==> src/rtl/loadable_sync_down_counter_4b.sv <==
// Loadable synchronous down counter with a two-state run/idle FSM,
// one-shot or auto-reload operation, and a registered done pulse.
module loadable_sync_down_counter_4b #(
  parameter int WIDTH = 4
) (
  input  logic             clk,
  input  logic             rst,
  input  logic             load,
  input  logic [WIDTH-1:0] I,
  input  logic             en,
  input  logic             auto_reload,
  output logic [WIDTH-1:0] q,
  output logic             busy,
  output logic             done,
  output logic             zero
);

  typedef enum logic {
    IDLE,
    RUN
  } state_t;

  localparam logic [WIDTH-1:0] ONE = WIDTH'(1);

  state_t           st, st_nx;
  logic [WIDTH-1:0] r, r_nx;
  logic [WIDTH-1:0] q_nx;
  logic             done_nx;

  always_ff @(posedge clk or negedge rst) begin
    if (!rst) begin
      st   <= IDLE;
      q    <= '0;
      r    <= '0;
      done <= 1'b0;
    end else begin
      st   <= st_nx;
      q    <= q_nx;
      r    <= r_nx;
      done <= done_nx;
    end
  end

  always_comb begin
    st_nx   = st;
    q_nx    = q;
    r_nx    = r;
    done_nx = 1'b0;
    if (load) begin
      q_nx  = I;
      r_nx  = I;
      st_nx = (I != '0) ? RUN : IDLE;
    end else if (en && st == RUN) begin
      unique case (1'b1)
        (q > ONE): q_nx = q - ONE;
        (q == ONE): begin
          q_nx    = '0;
          done_nx = 1'b1;
          if (!auto_reload) st_nx = IDLE;
        end
        default: begin
          // q==0 in RUN only happens one edge after an auto-reload wrap
          if (auto_reload) q_nx = r;
          else st_nx = IDLE;
        end
      endcase
    end
  end

  assign busy = (st == RUN);
  assign zero = (q == '0);

endmodule

==> config.mk <==
export PLATFORM = sky130hd
export DESIGN_NAME = loadable_sync_down_counter_4b
export DESIGN_NICKNAME = d
export VERILOG_FILES = /design/src/rtl/loadable_sync_down_counter_4b.sv
export SDC_FILE = /design/constraint.sdc
export NUM_CORES = 1
export LEC_CHECK = 0
export BUFFER_PORTS_ARGS = -buffer_cell sky130_fd_sc_hd__buf_4
export CAP_MARGIN = 40
export CORE_AREA = 3 3 40 42
export DETAILED_ROUTE_END_ITERATION = 8
export DIE_AREA = 0 0 43 45
export GPL_TIMING_DRIVEN = 0
export PLACE_DENSITY = 0.77
export SYNTH_ARGS = -nofsm -noshare
export SYNTH_HDL_FRONTEND = slang
export SYNTH_SLANG_ARGS = --single-unit
==> constraint.sdc <==
create_clock -name clk -period 1.95 [get_ports clk]
set_input_delay 0 -clock clk [delete_from_list [all_inputs] [get_ports clk]]
set_output_delay 0 -clock clk [all_outputs]
set_load 0.01 [all_outputs]
; Word-level counts from Yosys, hierarchy flattened
; Cells that the tools add are included.
[word_totals]
in_bits = 9
register_bits = 10
[op_classes]
reduce_logical = 7
muxes = 12
n_addsub = 1
order_cmp = 1
eq_ne = 3
[ops]
columns = operator, n
row1 = $mux 4, 3
row2 = $mux 1, 8
row3 = $pmux 4 s2, 1
row4 = $reduce_bool 4->1, 2
row5 = $eq 4x1->1 const B, 1
row6 = $gt 4x1->1 const B, 1
row7 = $logic_not 4->1, 1
row8 = $ne 2x2->1 const B, 2
row9 = $sub 4x1->4 const B, 1
row10 = $reduce_and 3->1, 1
row11 = $reduce_and 2->1, 1
row12 = $reduce_bool 2->1, 1
row13 = $logic_and 1x1->1, 1

; Longest topological paths before layout
[depth]
depth_word = 4
depth_mapped = 6
ltp_nobuf = 6

; Worst setup path before layout
; OpenSTA, ideal clock, no wires.
[synth_timing]
path_kind = reg-to-reg
from = register q[1]
to = register q[3]
arrival_time_ps = 1442
setup_slack_ps = 387
t_required_ps = 1829
stages_incl_launch_ff = 7
synth_period_minus_slack_ps = 1563
path_cell_list = dfrtp_1 > inv_1 > ha_1 > nor4b_4 > a21o_4 > a21oi_2 > a22o_1
[synth_via]
elab_chain_len = 4
[synth_lines]
columns = item, line
row1 = "start, declared", 12  ; output logic [WIDTH-1:0] q,
row2 = "start signal, assigned", 38  ; q <= q_nx;
row3 = "$sub 4x1->4, or another cell as far along", 55  ; (q > ONE): q_nx = q - ONE;
row4 = $pmux 4 s2, 54  ; unique case (1'b1)
row5 = $mux 4, 53  ; end else if (en && st == RUN) begin
row6 = $mux 4, 49  ; if (load) begin
; Several ways; a longest one is shown, not always the timed one. The select of a mux whose other input is x is not followed.
; A chain may end at the register's enable or synchronous reset.

; Worst setup path after layout
[layout_timing]
from = register q[0]
to = register q[3]
; The elaborated chain is that of the path after synthesis.

==> impl_metrics.env <==
export IMPL_track_usage_pct=14.3
export IMPL_swShare_pct=35.4
export IMPL_cp_max_fo=8
export IMPL_syn_nets=74
export IMPL_syn_avg_cell_area_um2=9.79
export IMPL_grt_overflow=0
export IMPL_worstSkewPairLatency_ps=250
export IMPL_synthMuxAreaShare_pct=7.22
export IMPL_hpwl_um=962
export IMPL_fin_worst_skew_ps=0.591
export IMPL_grt_max_degree=11
export IMPL_synthSimpleGateAreaFrac_pct=16.7
export IMPL_powerDensity_mw_per_mm2=871
export IMPL_wl_met3_um=61
export IMPL_path_clk_slew_ps=60
export IMPL_finalSetupTns_ps=0
export IMPL_yosysUniqueCellTypes=23
export IMPL_htreeDepth=1
export IMPL_internal_power_mw=0.452
export IMPL_timing_fmax_mhz=586
export IMPL_fin_area_um2=803
export IMPL_grt_pass1_wl_um=2100
export IMPL_cts_sinks=10
export IMPL_p_clk_share_pct=19.3
export IMPL_power_switching_mw=0.248
export IMPL_slew_headroom_pct=77.6
export IMPL_hold_viol_final=0
export IMPL_cts_made_buffers=3
export IMPL_routedLengthMet1_um=568
export IMPL_nFillCells=118
export IMPL_rows=13
export IMPL_gp_congestion=0.729
export IMPL_p_leak_nw=0.370
export IMPL_syn2layout_area_growth_pct=32.4
export IMPL_setup_viol=0
export IMPL_endpoint_kind="flip-flop"
export IMPL_syn_area_um2=607
export IMPL_synth_top_family_by_area="compound AO/OA/AOI/OAI gates"
export IMPL_via_per_inst=5.34
export IMPL_final_min_clock_period_ps=1710
export IMPL_io_pins=16
export IMPL_status="finished, final reports clean"
export IMPL_critPathKind="flip-flop to flip-flop"
export IMPL_nNetsFinal=98
export IMPL_firstDrtPassIters=2
export IMPL_start_kind="flip-flop"
export IMPL_ys_warn_count=0
export IMPL_finalMaxSlewViolations=0
export IMPL_cts_tree="yes"
export IMPL_worstPathArrival_ps=1850
export IMPL_cap_violations=0
export IMPL_drc=0
export IMPL_drtAntennaViolNets=0
export IMPL_num_vias=529
export IMPL_initialDrtViolationCount=9
export IMPL_multiInputGateArea_um2=318
export IMPL_start_util_pct=47.2
export IMPL_place_area_um2=731
export IMPL_hp_class="primary input to flip-flop"
export IMPL_synth_adder_area_share_pct=6.19
export IMPL_grt_pass1_vias=523
export IMPL_antenna_found_initial=0
export IMPL_period_share_pct=87.4
export IMPL_drive_gt1_share_pct=29.8
export IMPL_synth_xor_area_share_pct=0
export IMPL_syn_instance_count=62
export IMPL_regArea_um2=250
export IMPL_ctsLongestPathBuffers=2
export IMPL_synth_compound_area_share_pct=22.3
export IMPL_final_core_util_pct=62.5
export IMPL_sequentialPowerShare_pct=40.9
export IMPL_topRoutingLayerUsed="met3"
export IMPL_cts_root_buffer="clkbuf_4"
export IMPL_pre_cts_ws_ps=244
export IMPL_wl_met2_um=631
export IMPL_routed_wl_um=1260
export IMPL_core_mm2=0.00128
export IMPL_die_y_um=45
export IMPL_power_frac_comb_pct=39.7
export IMPL_rsz0062_at_grt="no"
export IMPL_critPathRequiredTime_ps=2090
export IMPL_fin_ws_ps=245
export IMPL_port_buffers=14
export IMPL_vdd_drop_max_uv=391
export IMPL_die_w_um=43
export IMPL_die_area_mm2=0.00194
export IMPL_ys_seq_area_share_pct=41.2
export IMPL_diodes=0
export IMPL_synth_seq_cells=10
export IMPL_tightest_slew_ps=334
export IMPL_routedWlPerCell_um=12.7
export IMPL_ctsResizeCount=0
[logic make-up after synthesis]
group	after synthesis
buf+inv	8
mux	4
simple gates	18
fa+ha+maj	3
flops	10
compound gates	19
[power by group through the flow]
stage,logic [mW],registers (mW),clock network (mW)
CTS,0.277,0.286,0.136
global route,0.310,0.294,0.152
detailed placement,0.271,0.291,0
finish,0.278,0.287,0.135
floorplan,0.168,0.293,0
global placement,0.267,0.288,0
[metrics by stage]
step | hold slack [ps] | std cells | power (mW)
final | 11.6 | 99 | 0.700
after global routing | 25.2 | 99 | 0.756
after detailed placement | -160 | 91 | 0.562
after global placement | -164 | 91 | 0.555
after floorplan | -296 | 62 | 0.461
after CTS | 0.149 | 97 | 0.700
[what timing repair did]
item / CTS / global route
hold buffers: 3 / 2
setup buffers: 0 / 0
hold endpoints to repair: 12 / 2
[cells in the final DEF, fill, tap and decap left out, types with 2 or more instances in the layout]
master         synthesis  layout
mux2_2                 3       3
a21oi_1                5       5
nand2_1                6       6
dlygate4sd3_1          0       5
inv_1                  6       6
a211oi_1               2       2
dfrtp_1               10      10
clkbuf_4               0       3
buf_4                  0      14
nor3_1                 3       3
ha_1                   3       3
nor2b_1                2       2
nor2_1                 4       4
o21ai_0                4       4
o31ai_1                3       3
[cell type report]
| cell class | instances | area share (%) |
|---|---|---|
| flip-flops and latches | 10 | 31.2 |
| inverters | 6 | 2.80 |
| repair buffers | 19 | 19.3 |
| plain buffers | 2 | 2.02 |
| well taps | 15 | 2.34 |
| multi-input cells | 44 | 39.6 |
| clock buffers | 3 | 2.80 |
[synthesized netlist by cell type]
library cell | count | area [µm²]
o41ai_1 | 1 | 8.76
nand2_1 | 6 | 22.5
a211oi_1 | 2 | 15.0
nor2b_1 | 2 | 12.5
a22o_1 | 1 | 8.76
buf_6 | 1 | 11.3
nor2_1 | 4 | 15.0
a21o_4 | 1 | 15.0
inv_1 | 6 | 22.5
a21oi_2 | 1 | 8.76
dfrtp_1 | 10 | 250
or2_1 | 1 | 6.26
nor4b_4 | 1 | 23.8
o21ai_0 | 4 | 20.0
ha_1 | 3 | 37.5
buf_2 | 1 | 5.00
o41a_1 | 1 | 11.3
o31ai_1 | 3 | 22.5
mux2_2 | 3 | 33.8
mux2i_1 | 1 | 10.0
nor3_1 | 3 | 15.0
a21oi_1 | 5 | 25.0
and2_1 | 1 | 6.26
[per-layer routing]
layer  vias up  GRT usage, %
li1        267             -
met1       251          17.5
met2        11          26.3
met3         0          3.59
met4         0          1.81
met5         -             0
[path summary, 6_finish.rpt]
path | startpoint | endpoint | slack (ps) | depth (start not counted)
setup / recovery | q[0]$_DFFE_PN0P_ | q[3]$_DFFE_PN0P_ | 240 | 6
min in group asynchronous | rst | busy$_DFFE_PN0P_ | 120 | 2
setup reg to reg | q[0]$_DFFE_PN0P_ | q[3]$_DFFE_PN0P_ | 240 | 6
hold reg to reg | r[0]$_DFFE_PN0P_ | r[0]$_DFFE_PN0P_ | 530 | 1
max in group asynchronous | rst | q[0]$_DFFE_PN0P_ | 1690 | 2
hold / removal | en | done$_DFF_PN0_ | 10 | 3
[flip-flops by register name, summed over array words and instances (netlist names)]
signal and flops:
q 4, r 4, busy 1, done 1
[critical path: stages, from the launching register on]
cell     delay (ps)
dfrtp_1         440
inv_1           110
ha_1            260
nor4b_4         350
a21o_4          220
a21oi_2          30
a22o_1          190
No activity file was read; power rests on OpenSTA's default activity.
